**src/rtl/fir_mac_sequencer.sv**
```systemverilog
// 40-tap FIR controller: delay shift, 4-bank coefficient read walk, MAC enables, host coefficient writes.
// oSumValid 14 cycles after an accepted strobe; no backpressure, strobes arriving while busy or updating are dropped.
module fir_mac_sequencer #(
    parameter int TAPS_PER_BANK = 10,
    parameter int NUM_TAPS      = 40,
    parameter int ADDR_W        = 4
) (
    input  logic                iClk12M,
    input  logic                iRsn,
    input  logic                iEnSample600k,
    input  logic                iCoeffUpdateFlag,
    input  logic [5:0]          iAddrRam,
    input  logic [15:0]         iWrDtRam,
    input  logic [5:0]          iNumOfCoeff,
    output logic [3:0]          oCsnRam,
    output logic [3:0]          oWrnRam,
    output logic [4*ADDR_W-1:0] oAddrRam,
    output logic [15:0]         oWrDtRam,
    output logic                oEnDelay,
    output logic [3:0]          oEnAcc,
    output logic [3:0]          oEnMul,
    output logic [3:0]          oEnAdd,
    output logic [3:0]          oTapSel,
    output logic                oSumValid,
    output logic                oBusy,
    output logic                oSampleDrop
);
    localparam int NUM_BANKS = 4;

    localparam logic [2:0] ST_IDLE   = 3'd0;
    localparam logic [2:0] ST_UPDATE = 3'd1;
    localparam logic [2:0] ST_SHIFT  = 3'd2;
    localparam logic [2:0] ST_READ   = 3'd3;
    localparam logic [2:0] ST_FLUSH  = 3'd4;
    localparam logic [2:0] ST_DONE   = 3'd5;

    logic [2:0]          state_q, state_d;
    logic [ADDR_W-1:0]   k_q, k_d;
    logic [5:0]          n_q, n_d;
    logic                flush_q, flush_d;

    logic [3:0]          csn_q, csn_d;
    logic [3:0]          wrn_q, wrn_d;
    logic [4*ADDR_W-1:0] addr_q, addr_d;
    logic [15:0]         wdt_q, wdt_d;
    logic                dly_q, dly_d;
    logic [3:0]          acc_q, acc_d;
    logic [3:0]          rd_act_q, rd_act_d;
    logic [ADDR_W-1:0]   rd_k_q;
    logic [3:0]          mul_q;
    logic [3:0]          add_q;
    logic [3:0]          tap_q;
    logic                sum_q, sum_d;
    logic                busy_q, busy_d;
    logic                drop_q, drop_d;

    logic [1:0]          wr_bank;
    logic [5:0]          wr_base;
    logic [ADDR_W-1:0]   wr_word;
    logic                wr_vld;

    always_comb begin
        state_d = state_q;
        k_d     = k_q;
        n_d     = n_q;
        flush_d = flush_q;
        case (state_q)
            ST_IDLE: begin
                if (iCoeffUpdateFlag) begin
                    state_d = ST_UPDATE;
                end else if (iEnSample600k) begin
                    state_d = ST_SHIFT;
                    n_d     = (iNumOfCoeff > 6'(NUM_TAPS)) ? 6'(NUM_TAPS) : iNumOfCoeff;
                end
            end
            ST_UPDATE: begin
                if (!iCoeffUpdateFlag) state_d = ST_IDLE;
            end
            ST_SHIFT: begin
                state_d = ST_READ;
                k_d     = '0;
            end
            ST_READ: begin
                if (k_q == ADDR_W'(TAPS_PER_BANK - 1)) begin
                    state_d = ST_FLUSH;
                    flush_d = 1'b0;
                end else begin
                    k_d = k_q + ADDR_W'(1);
                end
            end
            ST_FLUSH: begin
                if (flush_q) state_d = ST_DONE;
                else         flush_d = 1'b1;
            end
            ST_DONE: begin
                state_d = iCoeffUpdateFlag ? ST_UPDATE : ST_IDLE;
            end
            default: state_d = ST_IDLE;
        endcase
    end

    // Outputs are decoded from the next state so each registered enable lands in the cycle its state occupies.
    always_comb begin
        rd_act_d = '0;
        for (int b = 0; b < NUM_BANKS; b++) begin
            rd_act_d[b] = (state_d == ST_READ) &&
                          ((7'(k_d) + 7'(b * TAPS_PER_BANK)) < 7'(n_d));
        end
    end

    always_comb begin
        wr_bank = 2'd0;
        wr_base = 6'd0;
        if (iAddrRam >= 6'(3 * TAPS_PER_BANK)) begin
            wr_bank = 2'd3;
            wr_base = 6'(3 * TAPS_PER_BANK);
        end else if (iAddrRam >= 6'(2 * TAPS_PER_BANK)) begin
            wr_bank = 2'd2;
            wr_base = 6'(2 * TAPS_PER_BANK);
        end else if (iAddrRam >= 6'(TAPS_PER_BANK)) begin
            wr_bank = 2'd1;
            wr_base = 6'(TAPS_PER_BANK);
        end
        wr_word = ADDR_W'(iAddrRam - wr_base);
        wr_vld  = (state_q == ST_UPDATE) && iCoeffUpdateFlag && (iAddrRam < 6'(NUM_TAPS));
    end

    always_comb begin
        csn_d  = 4'hF;
        wrn_d  = 4'hF;
        addr_d = addr_q;
        wdt_d  = wdt_q;
        if (state_d == ST_READ) begin
            csn_d  = ~rd_act_d;
            addr_d = {NUM_BANKS{k_d}};
        end else if (wr_vld) begin
            csn_d[wr_bank] = 1'b0;
            wrn_d[wr_bank] = 1'b0;
            addr_d[wr_bank*ADDR_W +: ADDR_W] = wr_word;
            wdt_d = iWrDtRam;
        end
        dly_d  = (state_d == ST_SHIFT);
        acc_d  = (state_d == ST_SHIFT) ? 4'hF : 4'h0;
        sum_d  = (state_d == ST_DONE);
        busy_d = (state_d != ST_IDLE);
        drop_d = iEnSample600k && ((state_q != ST_IDLE) || iCoeffUpdateFlag);
    end

    always_ff @(posedge iClk12M) begin
        if (iRsn) begin
            state_q  <= ST_IDLE;
            k_q      <= '0;
            n_q      <= '0;
            flush_q  <= 1'b0;
            csn_q    <= 4'hF;
            wrn_q    <= 4'hF;
            addr_q   <= '0;
            wdt_q    <= '0;
            dly_q    <= 1'b0;
            acc_q    <= '0;
            rd_act_q <= '0;
            rd_k_q   <= '0;
            mul_q    <= '0;
            add_q    <= '0;
            tap_q    <= '0;
            sum_q    <= 1'b0;
            busy_q   <= 1'b0;
            drop_q   <= 1'b0;
        end else begin
            state_q  <= state_d;
            k_q      <= k_d;
            n_q      <= n_d;
            flush_q  <= flush_d;
            csn_q    <= csn_d;
            wrn_q    <= wrn_d;
            addr_q   <= addr_d;
            wdt_q    <= wdt_d;
            dly_q    <= dly_d;
            acc_q    <= acc_d;
            rd_act_q <= rd_act_d;
            rd_k_q   <= k_d;
            // SRAM data arrives one cycle after the read; accumulate one cycle after the multiply.
            mul_q    <= rd_act_q;
            tap_q    <= rd_k_q;
            add_q    <= mul_q;
            sum_q    <= sum_d;
            busy_q   <= busy_d;
            drop_q   <= drop_d;
        end
    end

    assign oCsnRam     = csn_q;
    assign oWrnRam     = wrn_q;
    assign oAddrRam    = addr_q;
    assign oWrDtRam    = wdt_q;
    assign oEnDelay    = dly_q;
    assign oEnAcc      = acc_q;
    assign oEnMul      = mul_q;
    assign oEnAdd      = add_q;
    assign oTapSel     = tap_q;
    assign oSumValid   = sum_q;
    assign oBusy       = busy_q;
    assign oSampleDrop = drop_q;

endmodule
```
**config.mk**
```make
export PLATFORM = sky130hd
export DESIGN_NAME = fir_mac_sequencer
export DESIGN_NICKNAME = d
export VERILOG_FILES = /design/src/rtl/fir_mac_sequencer.sv
export SDC_FILE = /design/constraint.sdc
export NUM_CORES = 1
export LEC_CHECK = 0
export ABC_CLOCK_PERIOD_IN_PS = 3990
export CORE_MARGIN = 2
export CORE_UTILIZATION = 48
export DETAILED_ROUTE_END_ITERATION = 16
export GPL_ROUTABILITY_DRIVEN = 1
export GPL_TIMING_DRIVEN = 0
export PLACE_DENSITY = 0.8
export SLEW_MARGIN = 20
export SYNTH_ARGS = -nofsm -noshare
export SYNTH_HDL_FRONTEND = slang
export SYNTH_SLANG_ARGS = --single-unit
```
**constraint.sdc**
```tcl
create_clock -name iClk12M -period 3.99 [get_ports iClk12M]
set_input_delay 0.5985 -clock iClk12M [delete_from_list [all_inputs] [get_ports iClk12M]]
set_output_delay 0.5985 -clock iClk12M [all_outputs]
set_load 0.01 [all_outputs]
```
# Yosys cells after proc, flatten, opt, wreduce, memory -nomap -nowiden
# Cells that the tools add are included.
# Widths: inputs -> output; s select.
# totals
in_bits	32
wordCells	95
out_inout_bits	60
regBits	78
# classes
order_cmp	11
bitwise	3
addsub	6
n_mux	29
eq_ne	10
shift	2
n_reduce_logical	17
# op_table
op	n
$neg 4->34	1
$shift 4x34->16 const A	1
$shiftx 4x34->16	1
$mux 16	2
$mux 4	7
$mux 6	4
$pmux 3 s6	1
$bwmux 16	1
$mux 3	5
$add 4x5->6 const B	2
$eq 3x2->1 const B	4
$ge 6x5->1 const B	2
$lt 6x6->1	2
$eq 3x3->1 const B	3
$logic_and 1x1->1	8
$not 4->4	2
$pmux 4 s2	1
$ge 6x4->1 const B	1
$gt 6x6->1 const B	1
$lt 4x6->1	1
$lt 5x6->1	1
$lt 6x6->1 const B	1
$reduce_bool 3->1	2
$add 4x4->5 const B	1
other kinds (17)	23

# Longest topological paths before layout
# Gate-level depths: netlist of run 1.
# depth
ltp_word	11
depth_mapped	16

# Worst setup path after synthesis of run 1
# No wires, ideal clock.
# synth_path
path_type	flip-flop to flip-flop
start	reg, netlist name rd_k_q[0]
end	reg csn_q[2], in the netlist oCsnRam[2]
path_buffers	1
synth_period_minus_slack_ns	2.985
setup_slack_ns	1.005
stages_incl_launch_ff	15
t_arrival_ns	2.863
setup_ns	0.122
cell_sequence	dfxtp_1 -> ha_1 -> and4b_1 -> or2_1 -> buf_2 -> o21ai_0 -> o21ai_1 -> inv_1 -> ha_1 -> ha_1 -> and4_1 -> a21oi_1 -> nand2_1 -> a311oi_2 -> nor2b_1
# synth_lines
element	line_no	text
end signal, assigned	174	csn_q <= csn_d;
end, declared	42	logic [3:0] csn_q, csn_d;

==> results of run 1 <==
==> area by class of cell <==
cell class	instances	area [sq um]	share of cell area, %
flip-flops and latches	74	1480	31.9
clock buffers	10	138	2.96
clock inverters	6	65.1	1.40
multi-input cells	254	1760	37.9
plain buffers	18	96.3	2.07
inverters	22	82.6	1.78
well taps	96	120	2.59
repair buffers	90	901	19.4
==> worst paths after layout <==
| kind | cells after the start | from | slack [ps] | endpoint |
|---|---|---|---|---|
| max reg2reg | 15 | rd_k_q[0] | 270 | oCsnRam[3] |
| max | 15 | rd_k_q[0] | 270 | oCsnRam[3] |
| min reg2reg | 1 | rd_act_q[1] | 440 | oEnMul[1] |
| min | 1 | rd_act_q[1] | 440 | oEnMul[1] |
==> cells by family (layout without fill, tap and decap cells) <==
family	Yosys count	in the layout	synth area share (%)
buffers and inverters	40	146	5.23
and+or+nand+nor	124	124	19.1
xor gates and xnor gates	5	5	1.28
AOI/OAI and AO/OA	76	76	14.5
DFF	74	74	43.3
adders and majority gates	27	27	10.0
muxes	22	22	6.59
==> power groups by stage <==
| stage | logic (W) | registers (W) | clock network [W] |
|---|---|---|---|
| floorplan | 0.000136 | 0.000797 | 0 |
| global placement | 0.000243 | 0.000790 | 0 |
| detailed placement | 0.000252 | 0.000791 | 0 |
| CTS | 0.000254 | 0.000774 | 0.000597 |
| global route | 0.000280 | 0.000776 | 0.000632 |
| finish | 0.000256 | 0.000774 | 0.000587 |
==> metal layers <==
layer / global-route usage [%] / up-vias / routed length [um]
met5: 0 / - / 0
met4: 10.5 / 0 / 150
li1: - / 1484 / -
met2: 35.7 / 107 / 3890
met3: 4.29 / 11 / 566
met1: 28.4 / 1380 / 3790
==> cell usage after synthesis (3+ instances only) <==
library cell | count | area share [%]
a21boi_0 | 6 | 1.3
a21o_1 | 4 | 0.88
a21oi_1 | 29 | 4.2
a31oi_1 | 6 | 1.1
and3_1 | 4 | 0.73
and3b_1 | 3 | 0.77
buf_2 | 5 | 0.73
buf_4 | 4 | 0.88
clkbuf_1 | 8 | 0.88
dfxtp_1 | 74 | 43
ha_1 | 25 | 9.1
inv_1 | 22 | 2.4
mux2_2 | 4 | 1.3
mux2i_1 | 18 | 5.3
nand2_1 | 17 | 1.9
nand2b_1 | 6 | 1.1
nand3_1 | 7 | 1.0
nor2_1 | 46 | 5.0
nor2b_1 | 12 | 2.2
nor3_1 | 8 | 1.2
nor3b_1 | 4 | 0.88
o211ai_1 | 3 | 0.66
o21ai_0 | 8 | 1.2
o21ai_1 | 3 | 0.44
xnor2_1 | 4 | 1.0
==> per-stage QoR <==
stage	instance area (sq um)	total power [W]	util, %	worst slack, ps
after floorplan	3420	0.000933	-	1000
after global placement	4440	0.00103	65.0	270
after detailed placement	4440	0.00104	65.0	198
after CTS	4640	0.00162	68.0	361
after global routing	4640	0.00169	68.0	29.1
final	4640	0.00162	68.0	274
==> critical path: cells and delay by family (launching register included) <==
| family | cells | cell delay (ps) |
|---|---|---|
| AOI/OAI and AO/OA | 7 | 1310 |
| adders and majority gates | 3 | 740 |
| and+or+nand+nor | 3 | 620 |
| DFF | 1 | 460 |
| buffers and inverters | 2 | 440 |
==> registers in the layout, indices dropped and copies added, names as in the netlist, 3 cells and up <==
register  cells
oAddrRam     16
oWrDtRam     16
n_q           6
oCsnRam       4
oEnAdd        4
oEnMul        4
oTapSel       4
oWrnRam       4
rd_act_q      4
rd_k_q        4
state_q       3
==> impl_metrics.yaml, run 1 <==
power_and_ir_drop:
  switching_share_pct: 26.1
  p_comb_share_pct: 15.8
  p_leak_nw: 1.96
  p_int_w: 0.00119
  p_switching_w: 0.000422
  power_density_nw_per_um2: 348
  clkPwrFrac_pct: 36.3
  vdd_drop_max_uv: 229
  seqPwrFrac_pct: 47.9
setup_path:
  slowest_delay_ps: 460
  start_kind: "flip-flop"
  cp.arrival_ps: 3930
  crit_top_cell: "ha_1"
  path_cells: "ha_1 -> and4b_1 -> or2_1 -> buf_2 -> o21ai_0 -> o21ai_1 -> inv_1 -> ha_1 -> a21boi_0 -> ha_1 -> and4_1 -> a21oi_1 -> o211ai_1 -> a31oi_1 -> a21oi_1"
  end_kind: "flip-flop"
  slowest_stage: "dfxtp_1"
  critPathMaxFanout: 10
  required_ps: 4200
  path_class: "reg -> reg"
flow_run:
  maxCapViolCount: 0
logic_synthesis:
  avgSynthCellArea_sq_um: 9.29
  yosys_warnings: 0
  ys.flop_type: "dfxtp_1"
  synth_cell_type_count: 55
  synth_seq_area_share_pct: 43.3
  synth_edf_count: 0
  syn-cell-area_sq_um: 3420
  synth-seq-cells: 74
  async_flop_share_pct: 0
  netlist_instances: 368
  syn_nets: 426
outcome:
  status: "completed"
route:
  vias: 2982
  drc_errors: 0
  viasPerCell: 5.23
  routed_wl_mm: 8.40
  routedWlPerCell_um: 14.7
  ant_nets: 0
  drt-initial-drc-count: 215
  drt-pass1-iter-count: 4
floorplan:
  chipHeight_um: 88.4
  die_area_sq_um: 7820
  die_x_um: 88.4
  core-area_sq_um: 6830
  ioPinCount: 92
  placementRows: 30
  initial_core_util_pct: 50.1
clock_network:
  clock_path_buffers: 2
  hold_buffers: 0
  post_cts_buffers: 0
  htreeDepth: 3
  cts_buffers: 9
  cts.sinks: 74
  clock_latency_ps: 340
  root_buffer: "clkbuf_8"
  cts.repair.resized: 0
  tritoncts: "done"
  cts.clk_slew.worst_paths_ps: 80
global_route:
  overflow: 0
  grt_pass1_vias: 2879
  antenna_found_initial: 0
  grt_pass1_wl_mm: 13.3
  grt_max_degree: 14
  grt_usage_pct: 22.0
timing:
  finalCriticalPeriod_ps: 3720
  fmax_mhz: 269
  slew_viol_final: 0
  hold_violations: 0
  rsz0062_at_grt: "no"
  min_period_over_period_pct: 93.1
  max-slew-margin-rel_pct: 51.2
  final.setup.tns_ps: 0
  tightest_slew_ps: 726
  fin_skew_ps: 7.01
  setup_viol: 0
  whs_ps: 437
placement:
  dp_cells: 554
  io_buffers: 90
  hpwl_mm: 6.27
  gp_congestion: 0.903
layout:
  syn_to_final_growth_pct: 35.8
  num_antenna_cells: 0
  drive_gt1_share_pct: 7.81
  final_cell_mix: "90 x clkdlybuf4s50_1, 74 x dfxtp_1, 46 x nor2_1, 29 x a21oi_1, 25 x ha_1"
  final_cell_count_no_fill: 570
  fill_cells: 583
  mostFrequentLayoutCell: "clkdlybuf4s50_1"
  num-nets-final: 527
worst_hold_path:
  hp-class: "reg -> reg"
(Power assumes the default switching activity.)
==> run 2: changes to the inputs <==
- CTS_CLUSTER_SIZE: unset -> 40
==> results of run 2 <==
Same layout as run 1: the final DEF is identical, and so are final timing and power.
